==> src/rtl/dispense_sequencer_if.sv <==
// Handshake bundle between the colour-read/keypad side and the dispense sequencer.
// master: the controlling side (keypad, dispensers); slave: the sequencer.
interface dispense_sequencer_if #(
    parameter int N_CH   = 3,
    parameter int DOSE_W = 8
);
    localparam int CH_W = (N_CH > 1) ? $clog2(N_CH) : 1;

    logic                     rgb_full;
    logic                     enter;
    logic                     abort;
    logic [N_CH*DOSE_W-1:0]   dose;
    logic [N_CH-1:0]          flags;
    logic [N_CH-1:0]          motores;
    logic                     trigger;
    logic [DOSE_W-1:0]        dose_cur;
    logic                     busy;
    logic                     done;
    logic                     error;
    logic [CH_W-1:0]          err_ch;

    modport master (
        output rgb_full, enter, abort, dose, flags,
        input  motores, trigger, dose_cur, busy, done, error, err_ch
    );

    modport slave (
        input  rgb_full, enter, abort, dose, flags,
        output motores, trigger, dose_cur, busy, done, error, err_ch
    );
endinterface

==> src/rtl/dispense_sequencer.sv <==
// N-channel colourant dispensing sequencer. Arms on a valid colour reading,
// starts on enter, then runs one motor at a time from the highest nonzero
// channel down to channel 0, with a per-channel watchdog, abort and error latch.
module dispense_sequencer #(
    parameter int N_CH        = 3,
    parameter int DOSE_W      = 8,
    parameter int TIMEOUT_W   = 16,
    parameter int TIMEOUT_CYC = 50000
) (
    input  logic                  clk,
    input  logic                  reset,
    dispense_sequencer_if.slave   bus
);
    localparam int CH_W = (N_CH > 1) ? $clog2(N_CH) : 1;
    localparam logic [TIMEOUT_W-1:0] TMO_LAST = TIMEOUT_W'(TIMEOUT_CYC - 1);

    typedef enum logic [2:0] {
        IDLE  = 3'd0,
        ARMED = 3'd1,
        LOAD  = 3'd2,
        GAP   = 3'd3,
        DONE  = 3'd4,
        ERR   = 3'd5
    } state_t;

    state_t                        state;
    logic [CH_W-1:0]               ch;
    logic [TIMEOUT_W-1:0]          timer;
    logic [N_CH-1:0][DOSE_W-1:0]   dose_lat;
    logic [CH_W-1:0]               err_ch_q;

    // Highest channel below 'lim' holding a nonzero dose; MSB flags "found".
    // Searching only below the current channel keeps the index from going under 0.
    function automatic logic [CH_W:0] top_nz(input logic [N_CH-1:0][DOSE_W-1:0] d,
                                             input int lim);
        logic [CH_W:0] r;
        r = '0;
        for (int c = 0; c < N_CH; c++) begin
            if (c < lim && d[c] != '0)
                r = {1'b1, CH_W'(c)};
        end
        return r;
    endfunction

    logic [CH_W:0] nz_start;
    logic [CH_W:0] nz_next;

    // Start channel is taken from the live doses (they are latched on the same edge);
    // the next channel always comes from the latched copy.
    always_comb begin
        nz_start = top_nz(bus.dose, N_CH);
        nz_next  = top_nz(dose_lat, int'(ch));
    end

    // Sequencer state, channel index, watchdog and dose latch.
    always_ff @(posedge clk or negedge reset) begin
        if (!reset) begin
            state    <= IDLE;
            ch       <= '0;
            timer    <= '0;
            dose_lat <= '0;
            err_ch_q <= '0;
        end else begin
            case (state)
                IDLE: begin
                    if (bus.rgb_full)
                        state <= ARMED;
                end
                ARMED: begin
                    if (!bus.rgb_full) begin
                        state <= IDLE;
                    end else if (bus.enter) begin
                        dose_lat <= bus.dose;
                        timer    <= '0;
                        if (nz_start[CH_W]) begin
                            ch    <= nz_start[CH_W-1:0];
                            state <= LOAD;
                        end else begin
                            state <= DONE;
                        end
                    end
                end
                LOAD: begin
                    if (bus.abort) begin
                        state <= IDLE;
                    end else if (bus.flags[ch]) begin
                        if (nz_next[CH_W]) begin
                            ch    <= nz_next[CH_W-1:0];
                            state <= GAP;
                        end else begin
                            state <= DONE;
                        end
                    end else if (timer == TMO_LAST) begin
                        err_ch_q <= ch;
                        state    <= ERR;
                    end else if (timer != '1) begin
                        timer <= timer + 1'b1;
                    end
                end
                GAP: begin
                    if (bus.abort) begin
                        state <= IDLE;
                    end else begin
                        timer <= '0;
                        state <= LOAD;
                    end
                end
                DONE: begin
                    state <= IDLE;
                end
                ERR: begin
                    if (bus.abort)
                        state <= IDLE;
                end
                default: begin
                    state <= IDLE;
                end
            endcase
        end
    end

    // Moore output decode from registered state, channel and latched doses only.
    always_comb begin
        bus.motores  = '0;
        bus.trigger  = 1'b0;
        bus.dose_cur = '0;
        bus.busy     = 1'b0;
        bus.done     = 1'b0;
        bus.error    = 1'b0;
        case (state)
            LOAD: begin
                bus.motores  = N_CH'(1) << ch;
                bus.trigger  = 1'b1;
                bus.dose_cur = dose_lat[ch];
                bus.busy     = 1'b1;
            end
            GAP: begin
                bus.dose_cur = dose_lat[ch];
                bus.busy     = 1'b1;
            end
            DONE:    bus.done  = 1'b1;
            ERR:     bus.error = 1'b1;
            default: ;
        endcase
    end

    assign bus.err_ch = err_ch_q;
endmodule

==> src/flat_wrapper.sv <==
// flat-port wrapper written by rule: the top's interface ports become plain ports
module dispense_sequencer_flat 
#(
    parameter int N_CH        = 3,
    parameter int DOSE_W      = 8,
    parameter int TIMEOUT_W   = 16,
    parameter int TIMEOUT_CYC = 50000
)
  (clk, reset, bus_rgb_full, bus_enter, bus_abort, bus_dose, bus_flags, bus_motores, bus_trigger, bus_dose_cur, bus_busy, bus_done, bus_error, bus_err_ch);
  dispense_sequencer_if #(.N_CH(N_CH), .DOSE_W(DOSE_W)) bus_i ();
  input  logic clk;
  input  logic reset;
  input wire logic [$bits(bus_i.rgb_full)-1:0] bus_rgb_full;
  input wire logic [$bits(bus_i.enter)-1:0] bus_enter;
  input wire logic [$bits(bus_i.abort)-1:0] bus_abort;
  input wire logic [$bits(bus_i.dose)-1:0] bus_dose;
  input wire logic [$bits(bus_i.flags)-1:0] bus_flags;
  output wire logic [$bits(bus_i.motores)-1:0] bus_motores;
  output wire logic [$bits(bus_i.trigger)-1:0] bus_trigger;
  output wire logic [$bits(bus_i.dose_cur)-1:0] bus_dose_cur;
  output wire logic [$bits(bus_i.busy)-1:0] bus_busy;
  output wire logic [$bits(bus_i.done)-1:0] bus_done;
  output wire logic [$bits(bus_i.error)-1:0] bus_error;
  output wire logic [$bits(bus_i.err_ch)-1:0] bus_err_ch;
  assign bus_i.rgb_full = bus_rgb_full;
  assign bus_i.enter = bus_enter;
  assign bus_i.abort = bus_abort;
  assign bus_i.dose = bus_dose;
  assign bus_i.flags = bus_flags;
  assign bus_motores = bus_i.motores;
  assign bus_trigger = bus_i.trigger;
  assign bus_dose_cur = bus_i.dose_cur;
  assign bus_busy = bus_i.busy;
  assign bus_done = bus_i.done;
  assign bus_error = bus_i.error;
  assign bus_err_ch = bus_i.err_ch;
  dispense_sequencer #(.N_CH(N_CH), .DOSE_W(DOSE_W), .TIMEOUT_W(TIMEOUT_W), .TIMEOUT_CYC(TIMEOUT_CYC)) u_core (.clk(clk), .reset(reset), .bus(bus_i));
endmodule
==> config.mk <==
export PLATFORM = sky130hd
export DESIGN_NAME = dispense_sequencer_flat
export DESIGN_NICKNAME = d
export VERILOG_FILES = /design/src/rtl/dispense_sequencer_if.sv /design/src/rtl/dispense_sequencer.sv /design/src/flat_wrapper.sv
export SDC_FILE = /design/constraint.sdc
export NUM_CORES = 1
export LEC_CHECK = 0
export ABC_AREA = 1
export CAP_MARGIN = 25
export CORE_UTILIZATION = 30
export DETAILED_ROUTE_END_ITERATION = 6
export PLACE_DENSITY = 0.61
export REMOVE_ABC_BUFFERS = 1
export SYNTH_ARGS = -nofsm -noshare
export SYNTH_HDL_FRONTEND = slang
export SYNTH_SLANG_ARGS = --single-unit
==> constraint.sdc <==
create_clock -name clk -period 4.5 [get_ports clk]
set_input_delay 0.9 -clock clk [delete_from_list [all_inputs] [get_ports clk]]
set_output_delay 0.9 -clock clk [all_outputs]
set_load 0.005 [all_outputs]
==> impl_metrics.json, run 1 <==
{
  "cts_max_level": 2,
  "seq_power_share_pct": 40.0,
  "rr_endpoint": "u_core.ch[1]",
  "cp_common_cell": "inv_1",
  "vias": 2750,
  "synth_area_um2": 2914,
  "grt_max_degree": 51,
  "final_nets": 504,
  "placed_area_um2": 3521,
  "fin_area_um2": 3606,
  "clk_pin_slew_worst_paths_ns": 0.09,
  "p_clk_share_pct": 15.1,
  "yosys_warnings": 0,
  "firstDrtPassIters": 5,
  "finalNonFillerCells": 601,
  "io_buffers": 48,
  "fin_util_pct": 38.66,
  "dieArea_um2": 10110,
  "yosysUniqueCellTypes": 31,
  "rsz0062_at_grt": "no",
  "worst_slew_pin_slew_ns": 0.7855,
  "drc_errors": 0,
  "core_area_um2": 9328,
  "setup_tns_ns": 0,
  "maxSlewHeadroom_pct": 47.44,
  "combPwrFrac_pct": 44.9,
  "grt_first_pass_wirelength_um": 12220,
  "setup-violations-final": 0,
  "path_cells": "inv_1 -> nor2_1 -> nand2_4 -> inv_1 -> clkdlybuf4s50_1",
  "crit_path_top_delay_cell": "nor2_1",
  "p_leak_uw": 0.001723,
  "hold_path_class": "input port to async pin",
  "avgSynthCellArea_um2": 6.889,
  "critical_path_arrival_ns": 2.53,
  "pwr_density_cell_nw_per_um2": 460.0,
  "ctsRootBufferMaster": "clkbuf_8",
  "drt-total-wl_um": 7131,
  "path_buf_inv": 3,
  "r2r_cells": 11,
  "end_kind": "primary output",
  "clock_skew_ns": 0.006699,
  "ys_ff_latch": 47,
  "grt_overflow": 0,
  "cts.repair.resized": 0,
  "fmax_mhz": 291.5,
  "fillers": 1018,
  "n_antenna_cell": 0,
  "cts_max_path_buffers": 2,
  "outcome": "completed",
  "switching_share_pct": 43.60,
  "die_w_um": 100.6,
  "timing.final.crit_share_pct": 76.24,
  "clock_sinks": 47,
  "layout-drive-gt1-share_pct": 5.297,
  "critical-path-max-stage-delay_ns": 0.60,
  "place_inst": 593,
  "synth_seq_area_share_pct": 40.36,
  "synthToLayoutAreaGrowth_pct": 23.74,
  "cts_made_buffers": 5,
  "slew_viol_final": 0,
  "cp_top_family": "buffers and inverters",
  "grt_antenna_before_repair": 0,
  "cap_violations": 0,
  "antenna_left": 0,
  "holdWs_ns": 0.4701,
  "power.switching_uw": 723.2,
  "r2r_setup_slack_ns": 2.25,
  "wl_per_cell_um": 11.87,
  "grtUsageTotal_pct": 15.31,
  "path_max_fanout": 19,
  "postCtsHoldBufs": 0,
  "synth_cells": 423,
  "drtIter0Drc": 189,
  "place.gp.congestion": 0.9353,
  "tritoncts": "done",
  "dp_hpwl_um": 5609,
  "vias_per_cell": 4.576,
  "p_int_uw": 935.5,
  "irDropWorstVdd_mv": 0.1945,
  "critPathLaunch": "u_core.state[1]",
  "first_global_vias": 2659,
  "rr_startpoint": "u_core.state[1]",
  "io_pins": 49,
  "layout_min_cycle_time_ns": 3.431,
  "final_common_cell": "nand2_1",
  "post_cts_buffers": 0,
  "die_h_um": 100.6,
  "clock_latency_ns": 0.30,
  "final_cell_mix": "128 x nand2_1, 62 x inv_1, 50 x nor2_1",
  "critPathLaunchType": "register",
  "fp-row-count": 35,
  "initial_utilization_pct": 31.24,
  "required_ns": 3.60,
  "final_hold_viol_count": 0,
  "worstSetupPathType": "register to primary output"
}
-- power groups by stage --
stage               sequential [uW]  clock (uW)  combinational [uW]
floorplan                       636           0                 508
finish                          663         251                 744
detailed placement              668           0                 748
global route                    681         281                 857
global placement                667           0                 736
CTS                             661         261                 751
-- worst register-to-register path, cell delays in order, from the launching register on --
cell and delay (ns):
dfrtp_1 0.40, inv_1 0.09, nor2_1 0.60, nand2_4 0.31, nor2_2 0.21, inv_1 0.09, nand2_1 0.07, inv_1 0.05
nor2_2 0.13, nand2_1 0.09, nand2_1 0.07, nand2_1 0.05
-- final cells by class --
class,count,area (um2),share of cell area [%]
clock buffer,6,72.57,2.012
multi-input combinational,303,1440,39.94
inverter,64,240.2,6.662
sequential,47,1176,32.62
clock inverter,2,12.51,0.3470
tap,129,161.4,4.476
timing repair buffer,50,503.0,13.95
-- per-layer routing --
metal  up-vias  routed length, um  GRT usage [%]
li1       1425                  -              -
met1      1245               3358          19.83
met2        73               3315          26.03
met3         7                387          3.121
met4         0                 70          3.902
met5         -                  0              0
-- how the worst max path moves through the flow --
stage / cells after the start / endpoint / slack [ns]
finish: 5 / bus_trigger / 1.07
global route: 5 / bus_trigger / 0.88
CTS: 5 / bus_trigger / 1.06
detailed placement: 5 / bus_trigger / 1.42
global placement: 5 / bus_trigger / 1.49
floorplan: 8 / u_core.timer[10] / 1.96
-- cell usage after synthesis --
master	instances	area share, %
xnor2_1	1	0.30
clkbuf_1	4	0.52
nand3_1	33	5.7
buf_6	1	0.39
nor3_4	1	0.56
nor2_1	50	6.4
o21ai_0	29	5.0
xor2_1	12	3.6
nand2_1	128	16
nor3_1	10	1.7
buf_8	1	0.52
nor2_2	4	0.86
inv_1	62	8.0
a21oi_1	1	0.17
nand2_2	1	0.21
nor3b_1	1	0.26
nor4_1	2	0.43
ha_1	1	0.43
nand4_1	14	3.0
o21ai_2	3	0.90
o22ai_1	1	0.21
buf_2	1	0.17
nand4_4	1	0.73
o21a_1	1	0.26
inv_2	2	0.26
buf_4	1	0.26
nor2_4	1	0.39
nand2_4	2	0.77
dfrtp_1	47	40
o21ai_1	6	1.0
buf_1	1	0.13
-- through the flow --
step,worst slack (ns),total power (uW)
floorplan,1.965,1143
global placement,1.485,1403
detailed placement,1.423,1416
CTS,1.060,1673
global route,0.8812,1819
finish,1.069,1659
-- registers in the layout (all words and copies together) (netlist names) --
register / flops
u_core.bus.err_ch: 2
u_core.state: 3
u_core.ch: 2
u_core.dose_lat: 24
u_core.timer: 16
-- kinds of logic (layout without fill, tap and decap cells) --
logic type | Yosys count | in the layout | synth area share, %
DFF | 47 | 47 | 40.36
buffers and inverters | 73 | 122 | 10.22
adders and majority gates | 1 | 1 | 0.4293
xor gates and xnor gates | 13 | 13 | 3.907
AOI/OAI and AO/OA | 41 | 41 | 7.557
and+or+nand+nor | 248 | 248 | 37.53
Power figures use the tool's default switching activity.
==> run 2: changes to the inputs <==
- clock period: 4.5 -> 3.5 ns (I/O delays scaled with it)
==> run 2 against run 1 <==
  * Clock skew barely moved
  * Clock power rose by 45%
  * First-iteration DRC count fell by 27%
  * Final cell count is 0.17% higher
  * Critical endpoint unchanged
==> impl_metrics.json, run 2 (synthesis results as in run 1) <==
{
  "outcome": "completed",
  "antenna_left": 0,
  "worst_slew_pin_slew_ns": 0.6805,
  "hold_path_class": "input port to async pin",
  "end_kind": "primary output",
  "n_antenna_cell": 0,
  "cts_made_buffers": 5,
  "regMostFlops": "u_core.dose_lat",
  "place_inst": 594,
  "synthToLayoutAreaGrowth_pct": 24.09,
  "critical_path_arrival_ns": 2.05,
  "critPathLaunchType": "register",
  "layout_min_cycle_time_ns": 2.746,
  "io_pins": 49,
  "drc_errors": 0,
  "final_hold_viol_count": 0,
  "fmax_mhz": 364.2,
  "power.switching_uw": 932.3,
  "cts.repair.resized": 0,
  "die_w_um": 100.6,
  "timing.final.crit_share_pct": 78.45,
  "core_area_um2": 9328,
  "grt_antenna_before_repair": 0,
  "cap_violations": 0,
  "dp_hpwl_um": 5703,
  "setup_tns_ns": 0,
  "setup-violations-final": 0,
  "cts_max_path_buffers": 2,
  "worstSetupPathType": "register to primary output",
  "fp-row-count": 35,
  "p_leak_uw": 0.001734,
  "postCtsHoldBufs": 0,
  "finalPower_uw": 2182,
  "finalNonFillerCells": 602,
  "drtIter0Drc": 138,
  "critical-path-max-stage-delay_ns": 0.56,
  "grt_overflow": 0,
  "final_nets": 505,
  "initial_utilization_pct": 31.24,
  "die_h_um": 100.6,
  "required_ns": 2.80,
  "place.gp.congestion": 0.8862,
  "drt-total-wl_um": 7294,
  "rsz0062_at_grt": "no",
  "fillers": 1005,
  "slew_viol_final": 0,
  "seq_power_share_pct": 39.1,
  "irDropWorstVdd_mv": 0.2349,
  "rr_startpoint": "u_core.timer[0]",
  "clock_sinks": 47,
  "pwr_density_cell_nw_per_um2": 603.4,
  "crit_path_top_delay_cell": "clkdlybuf4s50_1",
  "clk_pin_slew_worst_paths_ns": 0.09,
  "path_cells": "inv_1 -> nor2_1 -> buf_4 -> nand2_4 -> inv_1 -> clkdlybuf4s50_1",
  "ctsRootBufferMaster": "clkbuf_8",
  "post_cts_buffers": 0,
  "cp_common_cell": "inv_1",
  "layout-drive-gt1-share_pct": 5.497,
  "vias_per_cell": 4.538,
  "rr_endpoint": "u_core.timer[5]",
  "combPwrFrac_pct": 44.3,
  "first_global_vias": 2635,
  "top_regs": "u_core.dose_lat: 24 flops, u_core.timer: 16 flops, u_core.state: 3 flops",
  "cts_max_level": 2,
  "final_common_cell": "nand2_1",
  "largest_reg_flops": 24,
  "clock_skew_ns": 0.006934,
  "grt_first_pass_wirelength_um": 12160,
  "firstDrtPassIters": 6,
  "path_max_fanout": 19,
  "clock_latency_ns": 0.30,
  "tritoncts": "done",
  "p_clk_share_pct": 16.7,
  "grtUsageTotal_pct": 15.30,
  "r2r_cells": 10,
  "io_buffers": 48,
  "holdWs_ns": 0.4316,
  "vias": 2732,
  "r2r_setup_slack_ns": 1.41,
  "p_int_uw": 1250,
  "switching_share_pct": 42.73,
  "maxSlewHeadroom_pct": 54.63,
  "wl_per_cell_um": 12.12,
  "dieArea_um2": 10110,
  "final_cell_mix": "128 x nand2_1, 62 x inv_1, 50 x nor2_1",
  "grt_max_degree": 50
}
-- run 2: cell count changes in the layout (fill, tap and decap cells not counted) --
| cell | change |
|---|---|
| buf_4 | +2 |
| clkbuf_8 | +2 |
| buf_12 | -1 |
| clkinv_2 | -1 |
| clkinvlp_4 | -1 |
-- run 2: power groups by stage --
stage / clock network [uW] / logic (uW) / registers [uW]
after floorplan: 0 / 653 / 817
after global placement: 0 / 958 / 860
after detailed placement: 0 / 968 / 859
after CTS: 377 / 972 / 851
after global routing: 400 / 1110 / 874
final: 364 / 966 / 852
-- run 2: cell type report --
class	count	area, um2	area share [%]
Clock buffer	8	100.1	2.768
Inverter	64	240.2	6.644
Multi-Input combinational cell	303	1440	39.83
Sequential cell	47	1176	32.53
Tap cell	129	161.4	4.464
Timing Repair Buffer	51	498.0	13.77
-- run 2: stage by stage --
| step | instance area [um2] | setup slack [ns] | util [%] |
|---|---|---|---|
| 2_1_floorplan | 2856 | 1.165 | - |
| 3_3_place_gp | 3516 | 1.131 | 37.69 |
| 3_5_place_dp | 3516 | 1.081 | 37.69 |
| 4_1_cts | 3616 | 0.7423 | 38.77 |
| 5_1_grt | 3616 | 0.6422 | 38.77 |
| 6_report | 3616 | 0.7543 | 38.77 |
-- run 2: worst max-delay path by stage --
stage / start / end / slack, ns / depth (start not counted)
after detailed placement: u_core.state[1] / bus_trigger / 1.08 / 6
after floorplan: bus_rgb_full / u_core.timer[10] / 1.16 / 8
after global routing: u_core.state[1] / bus_trigger / 0.64 / 6
after CTS: u_core.state[1] / bus_trigger / 0.74 / 6
final: u_core.state[1] / bus_trigger / 0.75 / 6
after global placement: u_core.state[1] / bus_trigger / 1.13 / 6
-- run 2: worst max-delay path: cells and delay by family, from the launching register on --
kind,cells,cell delay [ns]
DFF,1,0.39
and+or+nand+nor,2,0.26
buffers and inverters,4,1.10
-- run 2: metal layers --
layer | track usage, % | vias up | share of wire, %
met3 | 3.190 | 11 | 4.4
met2 | 25.29 | 62 | 46
met1 | 20.12 | 1231 | 48
met4 | 4.571 | 0 | 1.8
li1 | - | 1428 | -
met5 | 0 | - | 0
==> run 3: changes to the inputs <==
- PLACE_DENSITY: 0.61 -> 0.63
- clock period: 3.5 -> 2.3 ns (I/O delays scaled with it)
==> run 3 against run 2 <==
  * Combinational power increased by 67%
  * Final cell count is 1.7% higher
  * Largest power group unchanged
  * Utilization increased by 1.2 points
  * Non-clock buffer count grew 9
==> impl_metrics.json, run 3 (synthesis results as in run 1) <==
{
  "outcome": "completed",
  "hold_path_class": "input port to async pin",
  "core_area_um2": 9328,
  "place_ws_ns": 0.1770,
  "dp_hpwl_um": 5769,
  "largest_reg_flops": 24,
  "timing.final.crit_share_pct": 96.39,
  "antenna_left": 0,
  "path_max_fanout": 8,
  "final_cell_mix": "126 x nand2_1, 58 x inv_1, 49 x nor2_1",
  "layout_min_cycle_time_ns": 2.217,
  "pwr_density_cell_nw_per_um2": 922.5,
  "required_ns": 1.84,
  "cts_max_level": 2,
  "final_common_cell": "nand2_1",
  "critical_path_arrival_ns": 1.76,
  "grt_overflow": 0,
  "regMostFlops": "u_core.dose_lat",
  "fin_area_um2": 3730,
  "drc_errors": 0,
  "synthToLayoutAreaGrowth_pct": 27.99,
  "finalPower_uw": 3441,
  "worst_slew_pin_slew_ns": 0.5193,
  "grt_max_degree": 41,
  "final_nets": 515,
  "clock_latency_ns": 0.30,
  "setup-violations-final": 0,
  "firstDrtPassIters": 5,
  "vias": 2804,
  "cts_made_buffers": 5,
  "critPathLaunchType": "register",
  "io_pins": 49,
  "end_kind": "primary output",
  "clock_sinks": 47,
  "initial_utilization_pct": 31.24,
  "drtIter0Drc": 130,
  "ctsRootBufferMaster": "clkbuf_8",
  "worst_slack_ns": 0.08304,
  "postCtsHoldBufs": 0,
  "tritoncts": "done",
  "place.gp.congestion": 0.8565,
  "grtUsageTotal_pct": 15.49,
  "io_buffers": 48,
  "final_hold_viol_count": 0,
  "dieArea_um2": 10110,
  "slew_viol_final": 0,
  "wl_per_cell_um": 12.06,
  "grt_first_pass_wirelength_um": 12210,
  "p_leak_uw": 0.001897,
  "die_w_um": 100.6,
  "vias_per_cell": 4.582,
  "n_antenna_cell": 0,
  "placed_area_um2": 3546,
  "worstSetupPathType": "register to primary output",
  "clk_pin_slew_worst_paths_ns": 0.09,
  "cts_max_path_buffers": 2,
  "irDropWorstVdd_mv": 0.3958,
  "cap_violations": 0,
  "drt-total-wl_um": 7381,
  "grt_antenna_before_repair": 0,
  "fp-row-count": 35,
  "maxSlewHeadroom_pct": 65.06,
  "first_global_vias": 2610,
  "top_regs": "u_core.dose_lat: 24 flops, u_core.timer: 16 flops, u_core.state: 3 flops",
  "clock_skew_ns": 0.008483,
  "fmax_mhz": 451.1,
  "die_h_um": 100.6,
  "layout-drive-gt1-share_pct": 9.731
}
run 3: cell count changes in the layout (fill, tap and decap cells not counted), sizes merged:
| cell | previous run | this run |
|---|---|---|
| buf | 4 | 13 |
| inv | 64 | 65 |
| clkbuf | 8 | 5 |
| nor2 | 55 | 56 |
| clkinv | 0 | 2 |
| clkdlybuf4s50 | 47 | 40 |
| dlymetal6s2s | 0 | 7 |
run 3: final cells by class:
type                            instances  area (um2)
Clock buffer                            5       68.82
Timing Repair Buffer                   60       586.8
Sequential cell                        47        1180
Tap cell                              129       161.4
Fill cell                             968        5598
Clock inverter                          3       18.77
Inverter                               64       245.2
Multi-Input combinational cell        304        1469
run 3: power breakdown:
group	leakage (uW)	switching [uW]	internal, uW	total, uW
logic	0.00124	960	649	1610
clock network	0.0000483	296	215	510
registers	0.000610	247	1070	1320
run 3: worst paths after layout:
kind	from	to	slack, ns	cells after the start
worst max-delay path	u_core.ch[1]	bus_dose_cur[7]	0.08	8
worst min-delay path	reset	u_core.timer[6]	0.11	1
worst max register to register	u_core.timer[0]	u_core.timer[3]	0.29	10
worst min register to register	u_core.dose_lat[6]	u_core.dose_lat[6]	0.52	2
max in group asynchronous	reset	u_core.ch[0]	1.59	2
min in group clk	u_core.dose_lat[6]	u_core.dose_lat[6]	0.52	2
run 3: routing by layer:
| metal | share of wire, % | vias up | GRT usage [%] |
|---|---|---|---|
| met5 | 0 | - | 0 |
| met4 | 1.8 | 0 | 4.905 |
| met3 | 4.9 | 13 | 2.705 |
| met2 | 47 | 87 | 26.29 |
| met1 | 46 | 1250 | 20.01 |
| li1 | - | 1454 | - |
run 3: timing repair:
action	in CTS	in global routing
setup buffers	1	4
cloned	0	1
resized for setup	7	16
endpoints found under the setup margin	10	24
pin swaps	0	1
run 3: worst max-delay path, stage by stage, from the launching register on:
cell             delay [ns]
dfrtp_2                0.47
inv_2                  0.08
nand2_2                0.08
inv_4                  0.10
nand2_1                0.05
nand3_1                0.08
nand2_1                0.05
inv_1                  0.05
clkdlybuf4s50_1        0.49
run 3: per-stage QoR:
stage,setup TNS (ns),instances,utilization [%],hold slack [ns]
floorplan,0,414,-,0.1644
detailed placement,0,598,38.01,0.4535
finish,0,612,39.99,0.1097
global route,-0.001748,612,39.99,0.1403
CTS,0,607,39.17,0.1218
global placement,0,598,38.01,0.4478
